`config.mk`:
```
export PLATFORM = sky130hd
export DESIGN_NAME = video_pattern_gen
export DESIGN_NICKNAME = d
export VERILOG_FILES = /design/src/rtl/video_pkg.sv /design/src/rtl/video_timing_gen.sv /design/src/rtl/video_pattern_gen.sv
export SDC_FILE = /design/constraint.sdc
export NUM_CORES = 1
export LEC_CHECK = 0
export ABC_AREA = 1
export ABC_CLOCK_PERIOD_IN_PS = 3400
export BUFFER_PORTS_ARGS = -buffer_cell sky130_fd_sc_hd__buf_2
export CAP_MARGIN = 20
export CORE_ASPECT_RATIO = 0.6
export CORE_UTILIZATION = 50
export DETAILED_ROUTE_END_ITERATION = 10
export PLACE_DENSITY = 0.66
export SLEW_MARGIN = 20
export SYNTH_ARGS = -nofsm -noshare
export SYNTH_HDL_FRONTEND = slang
export SYNTH_SLANG_ARGS = --single-unit
```
`constraint.sdc`:
```
create_clock -name clk -period 3.4 [get_ports clk]
set_clock_uncertainty 0.05 [all_clocks]
set_input_delay 0.34 -clock clk [delete_from_list [all_inputs] [get_ports clk]]
set_output_delay 0.34 -clock clk [all_outputs]
set_load 0.005 [all_outputs]
```
`src/rtl/video_pkg.sv`:
```
// Shared video definitions: default 720p timing, pattern encodings, colour
// constants and the colour-bar lookup.
package video_pkg;

    // 1280x720 progressive timing defaults
    localparam int unsigned H_ACTIVE_720P = 1280;
    localparam int unsigned H_FP_720P     = 110;
    localparam int unsigned H_SYNC_720P   = 40;
    localparam int unsigned H_BP_720P     = 220;
    localparam int unsigned V_ACTIVE_720P = 720;
    localparam int unsigned V_FP_720P     = 5;
    localparam int unsigned V_SYNC_720P   = 5;
    localparam int unsigned V_BP_720P     = 20;

    localparam int unsigned PAT_W = 3;

    localparam logic [PAT_W-1:0] PAT_BARS  = 3'd0;
    localparam logic [PAT_W-1:0] PAT_RAMP  = 3'd1;
    localparam logic [PAT_W-1:0] PAT_CHECK = 3'd2;
    localparam logic [PAT_W-1:0] PAT_SOLID = 3'd3;
    localparam logic [PAT_W-1:0] PAT_MBAR  = 3'd4;

    // Moving bar geometry
    localparam int unsigned MBAR_WIDTH = 16;
    localparam int unsigned MBAR_STEP  = 4;

    typedef struct packed {
        logic [7:0] r;
        logic [7:0] g;
        logic [7:0] b;
    } rgb_t;

    localparam rgb_t COL_WHITE   = rgb_t'(24'hFFFFFF);
    localparam rgb_t COL_YELLOW  = rgb_t'(24'hFFFF00);
    localparam rgb_t COL_CYAN    = rgb_t'(24'h00FFFF);
    localparam rgb_t COL_GREEN   = rgb_t'(24'h00FF00);
    localparam rgb_t COL_MAGENTA = rgb_t'(24'hFF00FF);
    localparam rgb_t COL_RED     = rgb_t'(24'hFF0000);
    localparam rgb_t COL_BLUE    = rgb_t'(24'h0000FF);
    localparam rgb_t COL_BLACK   = rgb_t'(24'h000000);
    localparam rgb_t COL_GREY    = rgb_t'(24'h202020);

    // Colour of bar idx, left to right
    function automatic rgb_t bar_colour(input logic [2:0] idx);
        rgb_t c;
        case (idx)
            3'd0:    c = COL_WHITE;
            3'd1:    c = COL_YELLOW;
            3'd2:    c = COL_CYAN;
            3'd3:    c = COL_GREEN;
            3'd4:    c = COL_MAGENTA;
            3'd5:    c = COL_RED;
            3'd6:    c = COL_BLUE;
            default: c = COL_BLACK;
        endcase
        return c;
    endfunction

endpackage

```
`src/rtl/video_timing_gen.sv`:
```
// Progressive raster timing: h/v counters plus active/sync decode and
// frame/line strobes, all combinational from the current counter state.
// Ports: clk, rst (async, active-high), enable (low clears counters);
//        h_cnt/v_cnt counters; dv_c, hs_c, vs_c (active-high "in sync"),
//        sof_c at (0,0), eof_c at the last cycle of a frame, line_end_c.
module video_timing_gen
    import video_pkg::*;
#(
    parameter int unsigned H_ACTIVE = H_ACTIVE_720P,
    parameter int unsigned H_FP     = H_FP_720P,
    parameter int unsigned H_SYNC   = H_SYNC_720P,
    parameter int unsigned H_BP     = H_BP_720P,
    parameter int unsigned V_ACTIVE = V_ACTIVE_720P,
    parameter int unsigned V_FP     = V_FP_720P,
    parameter int unsigned V_SYNC   = V_SYNC_720P,
    parameter int unsigned V_BP     = V_BP_720P,
    localparam int unsigned H_TOTAL = H_ACTIVE + H_FP + H_SYNC + H_BP,
    localparam int unsigned V_TOTAL = V_ACTIVE + V_FP + V_SYNC + V_BP,
    localparam int unsigned HW      = $clog2(H_TOTAL),
    localparam int unsigned VW      = $clog2(V_TOTAL)
) (
    input  logic          clk,
    input  logic          rst,
    input  logic          enable,
    output logic [HW-1:0] h_cnt,
    output logic [VW-1:0] v_cnt,
    output logic          dv_c,
    output logic          hs_c,
    output logic          vs_c,
    output logic          sof_c,
    output logic          eof_c,
    output logic          line_end_c
);

    localparam int unsigned HS_START = H_ACTIVE + H_FP;
    localparam int unsigned VS_START = V_ACTIVE + V_FP;

    logic last_line_c;

    assign line_end_c  = (32'(h_cnt) == H_TOTAL - 1);
    assign last_line_c = (32'(v_cnt) == V_TOTAL - 1);
    assign eof_c       = line_end_c && last_line_c;
    assign sof_c       = (h_cnt == '0) && (v_cnt == '0);

    assign dv_c = (32'(h_cnt) < H_ACTIVE) && (32'(v_cnt) < V_ACTIVE);
    assign hs_c = (32'(h_cnt) >= HS_START) && (32'(h_cnt) < HS_START + H_SYNC);
    // v_cnt only changes at line wrap, so vs edges land on h_cnt=0
    assign vs_c = (32'(v_cnt) >= VS_START) && (32'(v_cnt) < VS_START + V_SYNC);

    // Raster counters; enable low restarts at pixel (0,0)
    always_ff @(posedge clk or posedge rst) begin
        if (rst) begin
            h_cnt <= '0;
            v_cnt <= '0;
        end else if (!enable) begin
            h_cnt <= '0;
            v_cnt <= '0;
        end else if (line_end_c) begin
            h_cnt <= '0;
            v_cnt <= last_line_c ? '0 : v_cnt + VW'(1);
        end else begin
            h_cnt <= h_cnt + HW'(1);
        end
    end

endmodule

```
`src/rtl/video_pattern_gen.sv`:
```
// Self-timed test-pattern video source on the parallel dv/hs/vs/RGB bus.
// Ports: clk, rst (async, active-high), enable (low = idle, cleared),
//        pattern_sel/solid_rgb (captured at the start of each frame),
//        dv_o/hs_o/vs_o/r_o/g_o/b_o/frame_start_o registered one cycle
//        after the raster position they describe.
module video_pattern_gen
    import video_pkg::*;
#(
    parameter int unsigned H_ACTIVE   = H_ACTIVE_720P,
    parameter int unsigned H_FP       = H_FP_720P,
    parameter int unsigned H_SYNC     = H_SYNC_720P,
    parameter int unsigned H_BP       = H_BP_720P,
    parameter int unsigned V_ACTIVE   = V_ACTIVE_720P,
    parameter int unsigned V_FP       = V_FP_720P,
    parameter int unsigned V_SYNC     = V_SYNC_720P,
    parameter int unsigned V_BP       = V_BP_720P,
    parameter bit          HS_POL     = 1'b1,
    parameter bit          VS_POL     = 1'b1,
    parameter int unsigned CHECK_LOG2 = 5
) (
    input  logic             clk,
    input  logic             rst,
    input  logic             enable,
    input  logic [PAT_W-1:0] pattern_sel,
    input  logic [23:0]      solid_rgb,
    output logic             dv_o,
    output logic             hs_o,
    output logic             vs_o,
    output logic [7:0]       r_o,
    output logic [7:0]       g_o,
    output logic [7:0]       b_o,
    output logic             frame_start_o
);

    localparam int unsigned H_TOTAL = H_ACTIVE + H_FP + H_SYNC + H_BP;
    localparam int unsigned V_TOTAL = V_ACTIVE + V_FP + V_SYNC + V_BP;
    localparam int unsigned HW      = $clog2(H_TOTAL);
    localparam int unsigned VW      = $clog2(V_TOTAL);
    localparam int unsigned BAR_W   = H_ACTIVE / 8;
    localparam int unsigned BW      = (BAR_W > 1) ? $clog2(BAR_W) : 1;

    logic [HW-1:0]    h_cnt;
    logic [VW-1:0]    v_cnt;
    logic             dv_c, hs_c, vs_c, sof_c, eof_c, line_end_c;

    logic [PAT_W-1:0] pat_q;
    rgb_t             solid_q;
    logic [BW-1:0]    bar_pix;
    logic [2:0]       bar_idx;
    logic [HW-1:0]    bar_x;
    logic [7:0]       frame_cnt;

    logic [PAT_W-1:0] pat_c;
    rgb_t             solid_c;
    logic             check_c;
    logic             in_bar_c;
    rgb_t             pix_c;

    video_timing_gen #(
        .H_ACTIVE (H_ACTIVE),
        .H_FP     (H_FP),
        .H_SYNC   (H_SYNC),
        .H_BP     (H_BP),
        .V_ACTIVE (V_ACTIVE),
        .V_FP     (V_FP),
        .V_SYNC   (V_SYNC),
        .V_BP     (V_BP)
    ) u_timing (
        .clk        (clk),
        .rst        (rst),
        .enable     (enable),
        .h_cnt      (h_cnt),
        .v_cnt      (v_cnt),
        .dv_c       (dv_c),
        .hs_c       (hs_c),
        .vs_c       (vs_c),
        .sof_c      (sof_c),
        .eof_c      (eof_c),
        .line_end_c (line_end_c)
    );

    // Pixel (0,0) already uses the selection being captured, so the whole
    // frame is drawn with one pattern.
    assign pat_c   = sof_c ? pattern_sel : pat_q;
    assign solid_c = sof_c ? rgb_t'(solid_rgb) : solid_q;

    assign check_c  = (|(h_cnt & HW'(1 << CHECK_LOG2))) ^ (|(v_cnt & VW'(1 << CHECK_LOG2)));
    assign in_bar_c = (32'(h_cnt) >= 32'(bar_x)) && (32'(h_cnt) < 32'(bar_x) + MBAR_WIDTH);

    // Frame-boundary capture of the pattern selection
    always_ff @(posedge clk or posedge rst) begin
        if (rst) begin
            pat_q   <= PAT_BARS;
            solid_q <= COL_BLACK;
        end else if (!enable) begin
            pat_q   <= PAT_BARS;
            solid_q <= COL_BLACK;
        end else if (sof_c) begin
            pat_q   <= pattern_sel;
            solid_q <= rgb_t'(solid_rgb);
        end
    end

    // Colour-bar index tracks h_cnt incrementally instead of dividing
    always_ff @(posedge clk or posedge rst) begin
        if (rst) begin
            bar_pix <= '0;
            bar_idx <= '0;
        end else if (!enable || line_end_c) begin
            bar_pix <= '0;
            bar_idx <= '0;
        end else if (32'(h_cnt) < H_ACTIVE) begin
            if (32'(bar_pix) == BAR_W - 1) begin
                bar_pix <= '0;
                bar_idx <= bar_idx + 3'd1;
            end else begin
                bar_pix <= bar_pix + BW'(1);
            end
        end
    end

    // Moving-bar position and frame counter advance on the last frame cycle
    always_ff @(posedge clk or posedge rst) begin
        if (rst) begin
            bar_x     <= '0;
            frame_cnt <= '0;
        end else if (!enable) begin
            bar_x     <= '0;
            frame_cnt <= '0;
        end else if (eof_c) begin
            bar_x     <= (32'(bar_x) + MBAR_STEP >= H_ACTIVE) ? '0 : bar_x + HW'(MBAR_STEP);
            frame_cnt <= frame_cnt + 8'd1;
        end
    end

    // Pattern colour for the current raster position
    always_comb begin
        pix_c = COL_BLACK;
        case (pat_c)
            PAT_BARS:  pix_c = bar_colour(bar_idx);
            PAT_RAMP:  pix_c = '{r: 8'(h_cnt), g: 8'(h_cnt), b: 8'(h_cnt)};
            PAT_CHECK: pix_c = check_c ? COL_WHITE : COL_BLACK;
            PAT_SOLID: pix_c = solid_c;
            PAT_MBAR:  pix_c = in_bar_c ? COL_WHITE : COL_GREY;
            default:   pix_c = COL_BLACK;
        endcase
    end

    // Output registers: one cycle after the counter state, mutually aligned
    always_ff @(posedge clk or posedge rst) begin
        if (rst) begin
            dv_o          <= 1'b0;
            hs_o          <= ~HS_POL;
            vs_o          <= ~VS_POL;
            {r_o, g_o, b_o} <= '0;
            frame_start_o <= 1'b0;
        end else if (!enable) begin
            dv_o          <= 1'b0;
            hs_o          <= ~HS_POL;
            vs_o          <= ~VS_POL;
            {r_o, g_o, b_o} <= '0;
            frame_start_o <= 1'b0;
        end else begin
            dv_o          <= dv_c;
            hs_o          <= hs_c ? HS_POL : ~HS_POL;
            vs_o          <= vs_c ? VS_POL : ~VS_POL;
            {r_o, g_o, b_o} <= dv_c ? pix_c : COL_BLACK;
            frame_start_o <= sof_c;
        end
    end

endmodule
```
==> Word level (Yosys, flattened, before mapping) <==
Cells that the tools add are included.
{ "classes": {"addsub": 7, "magnitude_cmp": 9, "eq_ne": 15, "mux": 32, "n_bitwise": 1, "n_reduce_logical": 15} }
{ "op_table": {"columns": ["op", "n"], "rows": [
  ["24-bit one-hot mux with 7 select lines", 1],
  ["24-bit two-way mux", 5],
  ["24-bit one-hot mux with 5 select lines", 1],
  ["11-bit two-way mux", 5],
  ["8-bit two-way mux", 6],
  ["10-bit two-way mux", 3],
  ["11-bit < comparator (second input constant)", 2],
  ["10-bit < comparator (second input constant)", 2],
  ["3-bit two-way mux", 5],
  ["11-bit by 3-bit adder with 12-bit output (second input constant)", 1],
  ["11-bit by 5-bit adder with 12-bit output (second input constant)", 1],
  ["3-bit by 2-bit equality test with 1-bit output (second input constant)", 4],
  ["3-bit equality test (second input constant)", 4],
  ["12-bit by 11-bit greater-or-equal comparator with 1-bit output (second input constant)", 1],
  ["11-bit by 12-bit < comparator with 1-bit output", 1],
  ["11-bit by 1-bit adder with 11-bit output (second input constant)", 1],
  ["11-bit by 3-bit adder with 11-bit output (second input constant)", 1],
  ["11-bit equality test (second input constant)", 1],
  ["11-bit greater-or-equal comparator", 1],
  ["11-bit greater-or-equal comparator (second input constant)", 1],
  ["11-bit logical NOT", 1],
  ["10-bit by 1-bit adder with 10-bit output (second input constant)", 1],
  ["10-bit equality test (second input constant)", 1],
  ["10-bit greater-or-equal comparator (second input constant)", 1],
  ["other kinds (14)", 28]
]} }
{ "word_totals": {"ff_bits": 98, "input_bits": 30, "out_inout_bits": 28} }

==> Logic depth before layout (Yosys ltp) <==
Gate-level depths: netlist of the first run.
{ "depth": {"word_depth": 7, "mapped_depth": 16, "depth_no_buf": 15} }

==> By module <==
From an unflattened synthesis of the first run, not the netlist that was laid out.
{ "hier_totals": {"cells_unflattened": 773, "area_unflattened_um2": 5910.7} }
{ "by_module_without_submodules": {"columns": ["module", "n_inst", "cells_per_inst", "area_each_um2", "seq_area_each_um2"], "rows": [
  ["video_pattern_gen", 1, 556, 4428.0, 1876.8],
  ["video_timing_gen", 1, 217, 1482.7, 525.5]
]} }

==> Least setup slack after synthesis of the first run <==
No wires, ideal clock.
{ "synth_timing": {"kind": "flip-flop to flip-flop", "start": "register bar_x[4]", "end": "register b_o[0]", "t_arrival_ps": 1977, "required_ps": 3279, "setup_slack_ps": 1302, "path_stages_with_launch": 15, "n_path_buf": 0, "cell_sequence": "dfrtp_1 ha_1 nand2_1 nor2_1 xor2_1 ha_1 a21oi_1 nand2_1 nand2_1 nand2_1 nor2_1 nand3_2 nand2_2 nor2_1 nor2_1"} }
{ "synth_between": {"elab_chain_len": 7, "word_cells_on_any_way": 8, "cone_classes": "add/sub: 1; order compare: 2; mux: 4; reduce/logical: 1"} }
{ "synth_lines": {"columns": ["item", "line", "text"], "rows": [
  ["start, declared", "video_pattern_gen.sv:50", "logic [HW-1:0] bar_x;"],
  ["start signal, assigned", "video_pattern_gen.sv:131", "bar_x <= (32'(bar_x) + MBAR_STEP >= H_ACTIVE) ? '0 : bar_x + HW'(MBAR_STEP);"],
  ["11-bit by 5-bit adder with 12-bit output", "video_pattern_gen.sv:88", "assign in_bar_c = (32'(h_cnt) >= 32'(bar_x)) && (32'(h_cnt) < 32'(bar_x) + MBAR_WIDTH);"],
  ["11-bit by 12-bit < comparator with 1-bit output", "video_pattern_gen.sv:88", null],
  ["1-bit logical AND *", "video_pattern_gen.sv:88", null],
  ["24-bit two-way mux *", "video_pattern_gen.sv:144", "PAT_MBAR: pix_c = in_bar_c ? COL_WHITE : COL_GREY;"],
  ["24-bit one-hot mux with 5 select lines *", "video_pattern_gen.sv:139", "case (pat_c)"],
  ["24-bit two-way mux *", "video_pattern_gen.sv:167", "{r_o, g_o, b_o} <= dv_c ? pix_c : COL_BLACK;"],
  ["8-bit two-way mux *", "video_pattern_gen.sv:157", "end else if (!enable) begin"],
  ["end signal, assigned", "video_pattern_gen.sv:167", null],
  ["end, declared", "video_pattern_gen.sv:31", "output logic [7:0] b_o,"]
]} }
Mark *: on every way between the ends. The rest lies on a longest branch, timed or not.
A chain may end at the register's enable or synchronous reset.

==> Final worst setup path of the first run <==
{ "layout_timing": {"start": "register u_timing.h_cnt[5]", "end": "register r_o[2]"} }
{ "layout_between": {"elab_chain_len": 7, "word_cells_on_any_way": 20, "cone_classes": "order compare: 3; eq/ne: 4; mux: 7; bitwise: 1; reduce/logical: 5"} }
{ "layout_lines": {"columns": ["item", "line", "text"], "rows": [
  ["start, declared", "video_timing_gen.sv:25", "output logic [HW-1:0] h_cnt,"],
  ["start signal, assigned", "video_timing_gen.sv:62", "h_cnt <= h_cnt + HW'(1);"],
  ["parallel branches: the longest is 5 deep, another holds 11-bit by 12-bit < comparator with 1-bit output", null, null],
  ["24-bit two-way mux *", "video_pattern_gen.sv:167", null],
  ["8-bit two-way mux *", "video_pattern_gen.sv:157", null],
  ["end signal, assigned", "video_pattern_gen.sv:167", null],
  ["end, declared", "video_pattern_gen.sv:29", "output logic [7:0] r_o,"]
]} }
Every way passes the cells marked *.

==> flow_metrics.env, run 1 <==
export IMPL_outcome="finished with violations"
export IMPL_finalInstanceArea_mm2=0.00634
export IMPL_finalPower_mw=2.90
export IMPL_yosysTopAreaCell="sky130_fd_sc_hd__dfrtp_1"
export IMPL_setup_fix_bufs_post_cts=0
export IMPL_p_leak_nw=3.28
export IMPL_setup_slack_of_the_most_critical_reg_to_reg_path_ns=0.40
export IMPL_clkTransAtPathRegs_ns=0.07
export IMPL_timing_final_hold_violations=0
export IMPL_area_growth_synth_to_final_pct=12.4
export IMPL_critical_path_max_stage_delay_ns=0.51
export IMPL_placement_cell_area_mm2=0.00604
export IMPL_list_of_cells_traversed_by_the_critical_path="nor2_2, nand2_2, nor2_4, nand3_2, nand2_1, nand2_2, inv_2, nor2_4, nand2_2, nand3_1, nor2_1, nor2_1"
export IMPL_setup_violations=0
export IMPL_yosys_top_cells_area="sky130_fd_sc_hd__dfrtp_1 (43%), sky130_fd_sc_hd__nand2_1 (9.1%), sky130_fd_sc_hd__nor2_1 (7.0%), sky130_fd_sc_hd__ha_1 (6.9%), sky130_fd_sc_hd__nand4_1 (6.9%)"
export IMPL_synth_edff_count=0
export IMPL_drt_first_iter_violations=404
export IMPL_placed_instances=901
export IMPL_syn_mean_instance_area_um2=7.78
export IMPL_violated_checks="design-rule violations"
export IMPL_cts_root_buffer_cell="sky130_fd_sc_hd__clkbuf_16"
export IMPL_remaining_drc_errors=3
export IMPL_finish_utilization_pct=58.8
export IMPL_cts_buffers_inserted=9
export IMPL_post_route_cells_drive_above_1_share_pct=14.2
export IMPL_timing_worst_slew_pin_value_ns=0.749
export IMPL_path_max_fanout=26
export IMPL_arrival_ns=3.17
export IMPL_globalRoute_totalOverflow=0
export IMPL_numClockSinks=96
export IMPL_globalplace_congestion=0.911
export IMPL_die_height_um=84.3
export IMPL_timing_max_cap_violations=0
export IMPL_adder_cell_area_share_of_the_yosys_netlist_pct=6.88
export IMPL_start_util_pct=52.3
export IMPL_maximum_number_of_pins_on_one_net_before_global_route_repair=59
export IMPL_ant_nets=0
export IMPL_clockBufferDepth=2
export IMPL_fin_nets=834
export IMPL_layout_cells_non_filler=916
export IMPL_cts_hold_buffers=0
export IMPL_detailedRoute_firstPassIterationCount=8
export IMPL_primary_ff_master_synth="sky130_fd_sc_hd__dfrtp_1"
export IMPL_grt_pass1_vias=4785
export IMPL_drt_wirelength_per_cell_um=15.6
export IMPL_tns_ns=0
export IMPL_start_kind="register"
export IMPL_unrepaired_setup_endpoints_after_global_routing="false"
export IMPL_postRouteWirelength_um=14300
export IMPL_reg2reg_from="u_timing.h_cnt[5]"
export IMPL_synthesis_nets=786
export IMPL_power_density_mw_per_mm2=458
export IMPL_power_ir_vdd_worst_uv=273
export IMPL_synthMuxAreaShare_pct=0
export IMPL_synthesis_area_mm2=0.00564
export IMPL_min_delay_path_class="in -> async"
export IMPL_tritoncts="yes"
export IMPL_synth_simple_gate_area_share_pct=32.3
export IMPL_grt_pass1_wl_um=24100
export IMPL_n_antenna_cell=0
export IMPL_cpMostUsedCell="sky130_fd_sc_hd__nand2_2"
export IMPL_die_area_mm2=0.0117
export IMPL_critPathSlowestCell="sky130_fd_sc_hd__dfrtp_1"
export IMPL_antenna_violations_before_repair=0
export IMPL_postSynthRegisterBits=96
export IMPL_num_rows=29
export IMPL_synth_compound_area_share_pct=8.25
export IMPL_synthXorXnorAreaFrac_pct=2.33
export IMPL_groute_usage_overall_pct=26.1
export IMPL_yosysWarningCount=0
export IMPL_timing_reg2reg_worst_path_depth=12
export IMPL_detail_route_vias_per_cell=5.51
export IMPL_cts_resized=0
export IMPL_finalCriticalPeriod_ns=3.00
export IMPL_yosys_area_top_type_share_pct=42.6
export IMPL_async_flop_share_pct=100
export IMPL_synthDistinctLibCells=39
export IMPL_cp_required_ns=3.57
export IMPL_synthesis_instances=725
export IMPL_max_freq_mhz=333
export IMPL_synth_top_family_by_area="simple AND/OR/NAND/NOR gates"
export IMPL_maximum_level_of_the_cts_h_tree=3
export IMPL_worst_r2r_endpoint="r_o[2]"
export IMPL_proportion_of_synthesized_chip_area_in_sequential_cells_pct=42.6
export IMPL_synth_most_common_cell="sky130_fd_sc_hd__nand2_1"
export IMPL_hpwlAfterDp_um=10700
export IMPL_final_max_slew_violation_count=0
export IMPL_worstSetupPathType="reg -> reg"
export IMPL_io_buffer_count=57
export IMPL_later_pin_clock_latency_in_the_skew_report_ns=0.34
export IMPL_num_io_pins=58
export IMPL_fp_dieW_um=139
export IMPL_fp_coreArea_mm2=0.0108
export IMPL_fin_crit_sh_pct=88.3
export IMPL_vias=5047
export IMPL_slew_headroom_pct=49.6
export IMPL_synth_cells_most_frequent="sky130_fd_sc_hd__nand2_1 (137), sky130_fd_sc_hd__nor2_1 (105), sky130_fd_sc_hd__dfrtp_1 (96)"
export IMPL_worstSetupEndpointType="register"
worst max-delay path, delay by kind of cell, from the launching register on:
kind | cells | cell delay (ns)
buffers and inverters | 1 | 0.20
DFF | 1 | 0.51
and+or+nand+nor | 11 | 2.10
state kept, by name, summed over array words and instances, names as in the netlist:
register and flops:
bar_pix 8, u_timing.h_cnt 11, b_o 8, vs_o 1, solid_q 24, hs_o 1
bar_idx 3, g_o 8, pat_q 3, r_o 8, frame_start_o 1, bar_x 9
u_timing.v_cnt 10, dv_o 1
where the power goes:
group / switching [mW] / internal [mW] / total, mW / leakage (nW)
sequential: 0.0331 / 1.23 / 1.26 / 1.30
clock: 0.451 / 0.593 / 1.04 / 0.146
combinational: 0.405 / 0.193 / 0.598 / 1.83
placed cells by master, fill, tap and decap left out, drive strengths merged, types with 2 or more instances in the layout:
| master | synthesis | final |
|---|---|---|
| a211oi | 2 | 2 |
| a21oi | 44 | 44 |
| buf | 17 | 67 |
| clkbuf | 13 | 10 |
| clkinv | 0 | 2 |
| dfrtp | 96 | 96 |
| ha | 31 | 31 |
| inv | 75 | 76 |
| nand2 | 147 | 147 |
| nand3 | 49 | 49 |
| nand4 | 63 | 63 |
| nor2 | 112 | 112 |
| nor3 | 13 | 13 |
| nor4 | 3 | 3 |
| o21a | 3 | 3 |
| o21ai | 29 | 29 |
| o22ai | 2 | 2 |
| or2 | 3 | 3 |
| xnor2 | 3 | 3 |
| xor2 | 12 | 12 |
metal layers:
layer  track usage (%)  share of wire, %
met1              40.8                52
met2              36.5                40
met3              5.93               7.0
met4              5.56              0.86
met5                 0                 0
worst max-delay path by stage:
stage	depth (start not counted)	start	slack (ns)	to
2_1_floorplan	1	rst	0.50	b_o[0]
3_3_place_gp	15	u_timing.v_cnt[1]	0.62	r_o[2]
3_5_place_dp	15	u_timing.v_cnt[1]	0.52	r_o[2]
4_1_cts	15	u_timing.v_cnt[0]	0.49	r_o[2]
5_1_grt	12	u_timing.h_cnt[5]	0.17	r_o[3]
6_report	12	u_timing.h_cnt[5]	0.40	r_o[2]
logic make-up (layout without fill, tap and decap cells):
| family | after synthesis | count (layout) |
|---|---|---|
| flip-flops | 96 | 96 |
| AO/OA/AOI/OAI | 86 | 86 |
| buffers and inverters | 105 | 157 |
| AND/OR/NAND/NOR | 392 | 392 |
| XOR/XNOR | 15 | 15 |
| adder cells (fa/ha/maj) | 31 | 31 |
stage by stage:
step | setup slack, ns | hold slack [ns]
finish | 0.398 | 0.0248
global route | 0.168 | 0.0794
floorplan | 0.505 | 0.425
detailed placement | 0.523 | 0.413
global placement | 0.624 | 0.407
CTS | 0.486 | 0.0487
layout make-up:
| type | instances | area (um^2) |
|---|---|---|
| timing repair buffer | 67 | 373 |
| clock buffer | 10 | 239 |
| multi-input combinational | 524 | 2800 |
| tap | 139 | 174 |
| sequential | 96 | 2400 |
| clock inverter | 5 | 63.8 |
| inverter | 75 | 283 |
| fill | 966 | 4440 |
(Power assumes the default switching activity.)
==> run 2: changes to the inputs <==
--- a/config.mk
+++ b/config.mk
@@ -12,7 +12,7 @@
 export CORE_ASPECT_RATIO = 0.6
 export CORE_UTILIZATION = 50
 export DETAILED_ROUTE_END_ITERATION = 10
-export PLACE_DENSITY = 0.66
+export PLACE_DENSITY = 0.67
 export SLEW_MARGIN = 20
 export SYNTH_ARGS = -nofsm -noshare
 export SYNTH_HDL_FRONTEND = slang
==> run 2 against run 1 <==
  * The run still ends with design-rule violations left
  * Hold slack gained 0.071 ns
  * Fmax grew 4.6%
  * Sequential share of layout area grew 0.22 points
  * Via count grew 0.99%
  * Largest cell class unchanged
==> flow_metrics.env, run 2 (synthesized netlist as in run 1, its figures left out) <==
export IMPL_post_route_cells_drive_above_1_share_pct=13.9
export IMPL_violated_checks="design-rule violations"
export IMPL_unrepaired_setup_endpoints_after_global_routing="false"
export IMPL_groute_usage_overall_pct=26.6
export IMPL_reg2reg_from="u_timing.v_cnt[1]"
export IMPL_die_area_mm2=0.0117
export IMPL_timing_worst_slew_pin_value_ns=0.897
export IMPL_drt_first_iter_violations=472
export IMPL_ant_nets=0
export IMPL_fillCellCount=988
export IMPL_clkTransAtPathRegs_ns=0.07
export IMPL_largest_register="solid_q"
export IMPL_timing_max_cap_violations=0
export IMPL_cpMostUsedCell="sky130_fd_sc_hd__nor2_1"
export IMPL_maximum_number_of_pins_on_one_net_before_global_route_repair=50
export IMPL_cts_hold_buffers=0
export IMPL_finish_utilization_pct=58.5
export IMPL_leading_cell_type_in_the_layout_fill_and_taps_excluded="sky130_fd_sc_hd__nand2_1"
export IMPL_dr_wl_met2_um=5830
export IMPL_power_density_mw_per_mm2=444
export IMPL_worstSetupEndpointType="register"
export IMPL_final_max_slew_violation_count=0
export IMPL_later_pin_clock_latency_in_the_skew_report_ns=0.34
export IMPL_cts_buffers_inserted=9
export IMPL_die_height_um=84.3
export IMPL_met3WireLength_um=1270
export IMPL_worstSetupPathType="reg -> reg"
export IMPL_fp_coreArea_mm2=0.0108
export IMPL_p_leak_nw=3.26
export IMPL_slew_headroom_pct=40.2
export IMPL_outcome="finished with violations"
export IMPL_cp_required_ns=3.57
export IMPL_n_antenna_cell=0
export IMPL_finalCriticalPeriod_ns=2.87
export IMPL_vias=5097
export IMPL_setup_violations=0
export IMPL_fin_nets=833
export IMPL_antenna_violations_before_repair=0
export IMPL_maximum_level_of_the_cts_h_tree=3
export IMPL_timing_reg2reg_worst_path_depth=14
export IMPL_hpwlAfterDp_um=10800
export IMPL_detail_route_vias_per_cell=5.56
export IMPL_worst_r2r_endpoint="r_o[1]"
export IMPL_power_ir_vdd_worst_uv=289
export IMPL_area_growth_synth_to_final_pct=11.8
export IMPL_commonest_cells_after_routing_fill_and_taps_aside="sky130_fd_sc_hd__nand2_1 (137), sky130_fd_sc_hd__nor2_1 (105), sky130_fd_sc_hd__dfrtp_1 (96)"
export IMPL_largest_register_ffs=24
export IMPL_setup_slack_of_the_most_critical_reg_to_reg_path_ns=0.53
export IMPL_tritoncts="yes"
export IMPL_numClockSinks=96
export IMPL_globalRoute_totalOverflow=0
export IMPL_fp_dieW_um=139
export IMPL_clockBufferDepth=2
export IMPL_cts_root_buffer_cell="sky130_fd_sc_hd__clkbuf_16"
export IMPL_arrival_ns=3.04
export IMPL_list_of_cells_traversed_by_the_critical_path="inv_1, ha_1, inv_1, nor2_1, nand2_1, nor2_2, buf_4, nand4_1, nand2_4, nor2_1, nand2_2, nand3_1, nor2_1, nor2_1"
export IMPL_tns_ns=0
export IMPL_max_freq_mhz=349
export IMPL_grt_pass1_vias=4804
export IMPL_routedLengthMet1_um=7240
export IMPL_start_util_pct=52.3
export IMPL_regs_by_ff_count="solid_q x24, u_timing.h_cnt x11, u_timing.v_cnt x10"
export IMPL_setup_fix_bufs_post_cts=0
export IMPL_globalplace_congestion=0.922
export IMPL_drt_wirelength_per_cell_um=15.8
export IMPL_timing_final_hold_violations=0
export IMPL_detailedRoute_firstPassIterationCount=11
export IMPL_grt_pass1_wl_um=24600
export IMPL_fin_crit_sh_pct=84.4
export IMPL_critical_path_max_stage_delay_ns=0.38
export IMPL_remaining_drc_errors=3
export IMPL_maxUsedRoutingLayer="met4"
export IMPL_cts_resized=0
export IMPL_num_rows=29
export IMPL_num_io_pins=58
export IMPL_critPathSlowestCell="sky130_fd_sc_hd__dfrtp_1"
export IMPL_postRouteWirelength_um=14400
export IMPL_min_delay_path_class="in -> async"
export IMPL_io_buffer_count=57
export IMPL_path_max_fanout=35
export IMPL_start_kind="register"
## run 2: stage by stage
stage,hold WS (ns),power (mW),cells,worst slack (ns),instance area (um^2)
floorplan,0.425,1.68,725,0.505,5640
global placement,0.446,1.85,900,0.711,6030
detailed placement,0.455,1.87,900,0.617,6030
CTS,0.130,2.81,916,0.579,6300
global route,0.167,2.96,916,0.218,6300
finish,0.0962,2.80,916,0.531,6300
## run 2: worst max-delay path by stage
stage | startpoint | endpoint | cells after the start
2_1_floorplan | rst | b_o[0] | 1
3_3_place_gp | u_timing.v_cnt[1] | r_o[2] | 14
3_5_place_dp | u_timing.v_cnt[1] | b_o[5] | 14
4_1_cts | u_timing.v_cnt[1] | b_o[5] | 14
5_1_grt | u_timing.v_cnt[1] | b_o[5] | 14
6_report | u_timing.v_cnt[1] | r_o[1] | 14
## run 2: final cells by class
type / count / area [um^2] / area share, %
timing repair buffer: 66 / 365 / 5.80
inverter: 75 / 283 / 4.49
tap: 139 / 174 / 2.76
clock buffer: 11 / 233 / 3.69
sequential: 96 / 2400 / 38.1
clock inverter: 5 / 41.3 / 0.655
multi-input combinational: 524 / 2800 / 44.5
## run 2: worst max-delay path, delay by kind of cell, from the launching register on
family	cells	cell delay (ns)
DFF	1	0.38
adders and majority gates	1	0.21
buffers and inverters	3	0.50
and+or+nand+nor	10	1.58
## run 2: report_power, final
part           internal [mW]  switching, mW  leakage, nW
clock network          0.502          0.440        0.126
registers               1.23         0.0365         1.30
logic                  0.190          0.398         1.83
## run 2: layer usage
layer / GRT usage (%) / vias to the layer above
met5: 0 / -
met4: 5.15 / 0
met3: 6.33 / 12
met2: 37.2 / 217
met1: 41.5 / 2362
li1: - / 2506
==> run 3: changes to the inputs <==
--- a/config.mk
+++ b/config.mk
@@ -6,7 +6,7 @@
 export NUM_CORES = 1
 export LEC_CHECK = 0
 export ABC_AREA = 1
-export ABC_CLOCK_PERIOD_IN_PS = 3400
+export ABC_CLOCK_PERIOD_IN_PS = 2700
 export BUFFER_PORTS_ARGS = -buffer_cell sky130_fd_sc_hd__buf_2
 export CAP_MARGIN = 20
 export CORE_ASPECT_RATIO = 0.6
==> constraint.sdc (replaced) <==
create_clock -name clk -period 2.7 [get_ports clk]
set_clock_uncertainty 0.05 [all_clocks]
set_input_delay 0.27 -clock clk [delete_from_list [all_inputs] [get_ports clk]]
set_output_delay 0.27 -clock clk [all_outputs]
set_load 0.005 [all_outputs]
==> run 3 against run 2 <==
  * Worst setup slack worse by 0.31 ns
  * Largest cell class unchanged
  * Clock power increased by 31%
  * First-iteration DRC count fell by 24%
  * The run still ends with design-rule violations left
  * Routed wire length increased by 3.8%
  * Total power grew 29%
  * Fmax rose by 16%
  * Global-route usage up 0.60 points
  * Hold slack worse by 0.054 ns
  * Sequential share of layout area decreased by 1.1 points
  * Cell count up 1.4%
==> flow_metrics.env, run 3 (synthesized netlist as in run 1, its figures left out) <==
export IMPL_outcome="finished with violations"
export IMPL_violated_checks="design-rule violations"
export IMPL_maximum_number_of_pins_on_one_net_before_global_route_repair=38
export IMPL_worstSetupPathType="reg -> reg"
export IMPL_hpwlAfterDp_um=11100
export IMPL_largest_register_ffs=24
export IMPL_arrival_ns=2.71
export IMPL_groute_usage_overall_pct=27.2
export IMPL_timing_final_hold_violations=0
export IMPL_power_density_mw_per_mm2=556
export IMPL_reg2reg_from="u_timing.v_cnt[0]"
export IMPL_globalplace_congestion=0.890
export IMPL_tritoncts="yes"
export IMPL_start_util_pct=52.3
export IMPL_finalPower_mw=3.61
export IMPL_grt_pass1_vias=4825
export IMPL_fin_crit_sh_pct=91.8
export IMPL_fp_coreArea_mm2=0.0108
export IMPL_critical_path_max_stage_delay_ns=0.40
export IMPL_cp_required_ns=2.93
export IMPL_timing_max_cap_violations=0
export IMPL_worstSetupEndpointType="register"
export IMPL_critical_path_top_delay_family="simple AND/OR/NAND/NOR gates"
export IMPL_finalCriticalPeriod_ns=2.48
export IMPL_worstPathBufferInverterCount=4
export IMPL_cts_root_buffer_cell="sky130_fd_sc_hd__clkbuf_16"
export IMPL_vias=5175
export IMPL_cpMostUsedCell="sky130_fd_sc_hd__nor2_1"
export IMPL_max_freq_mhz=403
export IMPL_path_max_fanout=21
export IMPL_fin_nets=847
export IMPL_critPathSlowestCell="sky130_fd_sc_hd__dfrtp_1"
export IMPL_tns_ns=0
export IMPL_clockBufferDepth=2
export IMPL_area_growth_synth_to_final_pct=15.2
export IMPL_placed_instances=914
export IMPL_globalRoute_totalOverflow=0
export IMPL_remaining_drc_errors=4
export IMPL_fp_dieW_um=139
export IMPL_antenna_violations_before_repair=0
export IMPL_die_height_um=84.3
export IMPL_ant_nets=0
export IMPL_timing_worst_slew_pin_value_ns=0.888
export IMPL_setup_violations=0
export IMPL_largest_register="solid_q"
export IMPL_place_ws_ns=0.0554
export IMPL_timing_reg2reg_worst_path_depth=14
export IMPL_drt_first_iter_violations=360
export IMPL_die_area_mm2=0.0117
export IMPL_regs_by_ff_count="solid_q x24, u_timing.h_cnt x11, u_timing.v_cnt x10"
export IMPL_start_kind="register"
export IMPL_detailedRoute_firstPassIterationCount=8
export IMPL_setup_fix_bufs_post_cts=0
export IMPL_postRouteWirelength_um=15000
export IMPL_finalWorstSetupSlack_ns=0.221
export IMPL_maximum_level_of_the_cts_h_tree=3
export IMPL_worst_r2r_endpoint="g_o[6]"
export IMPL_io_buffer_count=57
export IMPL_slew_headroom_pct=40.7
export IMPL_final_max_slew_violation_count=0
export IMPL_post_route_cells_drive_above_1_share_pct=16.1
export IMPL_power_ir_vdd_worst_uv=348
export IMPL_drt_wirelength_per_cell_um=16.1
export IMPL_grt_pass1_wl_um=24900
export IMPL_clkTransAtPathRegs_ns=0.07
export IMPL_numClockSinks=96
export IMPL_num_io_pins=58
export IMPL_leading_cell_type_in_the_layout_fill_and_taps_excluded="sky130_fd_sc_hd__nand2_1"
export IMPL_later_pin_clock_latency_in_the_skew_report_ns=0.35
export IMPL_holdWs_ns=0.0425
export IMPL_cts_buffers_inserted=9
export IMPL_layout_cells_non_filler=929
export IMPL_n_antenna_cell=0
export IMPL_p_leak_nw=3.36
export IMPL_min_delay_path_class="in -> async"
export IMPL_list_of_cells_traversed_by_the_critical_path="inv_1, ha_1, inv_1, nor2_1, nand2_1, nor2_4, buf_8, nand4_1, nand2_4, buf_4, nand4_1, nand3_1, nor2_1, nor2_1"
export IMPL_num_rows=29
export IMPL_commonest_cells_after_routing_fill_and_taps_aside="sky130_fd_sc_hd__nand2_1 (137), sky130_fd_sc_hd__nor2_1 (104), sky130_fd_sc_hd__dfrtp_1 (95)"
export IMPL_setup_slack_of_the_most_critical_reg_to_reg_path_ns=0.22
export IMPL_detail_route_vias_per_cell=5.57
run 3: cell types whose count changed in the layout (fill, tap and decap cells not counted), sizes merged:
cell | previous run | this run
inv | 75 | 77
clkbuf | 11 | 10
buf | 66 | 80
clkinv | 3 | 1
run 3: layout make-up:
class	instances	area, um^2
clock buffer	10	239
clock inverter	5	38.8
fill	999	4280
inverter	75	285
multi-input combinational	524	2860
sequential	96	2400
tap	139	174
timing repair buffer	80	494
run 3: stage by stage:
stage / instance area (um^2) / utilization (%)
floorplan: 5640 / -
global placement: 6150 / 57.1
detailed placement: 6150 / 57.1
CTS: 6430 / 59.6
global route: 6490 / 60.3
finish: 6490 / 60.3
run 3: timing repair:
item / 4_1_cts / 5_1_grt
resized for setup: 0 / 15
setup endpoints to repair: 0 / 24
hold buffers: 0 / 0
run 3: worst max path at each step:
stage	from	end	slack, ns	cells after the start
final	u_timing.v_cnt[0]	g_o[6]	0.22	14
after global routing	bar_x[5]	r_o[2]	-0.006	14
after CTS	bar_x[4]	g_o[6]	0.04	14
after detailed placement	bar_x[4]	g_o[6]	0.06	14
after global placement	bar_x[4]	r_o[6]	0.11	14
after floorplan	bar_x[4]	b_o[0]	0.60	14
run 3: worst register-to-register path: stages (launching register included):
cell and delay (ns):
sky130_fd_sc_hd__dfrtp_1 0.40, sky130_fd_sc_hd__inv_1 0.14, sky130_fd_sc_hd__ha_1 0.19, sky130_fd_sc_hd__inv_1 0.04
sky130_fd_sc_hd__nor2_1 0.08, sky130_fd_sc_hd__nand2_1 0.09, sky130_fd_sc_hd__nor2_4 0.17, sky130_fd_sc_hd__buf_8 0.20
sky130_fd_sc_hd__nand4_1 0.16, sky130_fd_sc_hd__nand2_4 0.15, sky130_fd_sc_hd__buf_4 0.19, sky130_fd_sc_hd__nand4_1 0.22
sky130_fd_sc_hd__nand3_1 0.17, sky130_fd_sc_hd__nor2_1 0.05, sky130_fd_sc_hd__nor2_1 0.09
run 3: routing by layer:
layer  share of wire (%)  track usage, %
met5                   0               0
met4                 1.2            6.97
met3                 7.3            5.93
met2                  40            37.5
met1                  52            42.6
run 3: report_power, final:
group	switching, mW	internal, mW
registers	0.0423	1.55
clock network	0.572	0.653
logic	0.524	0.272
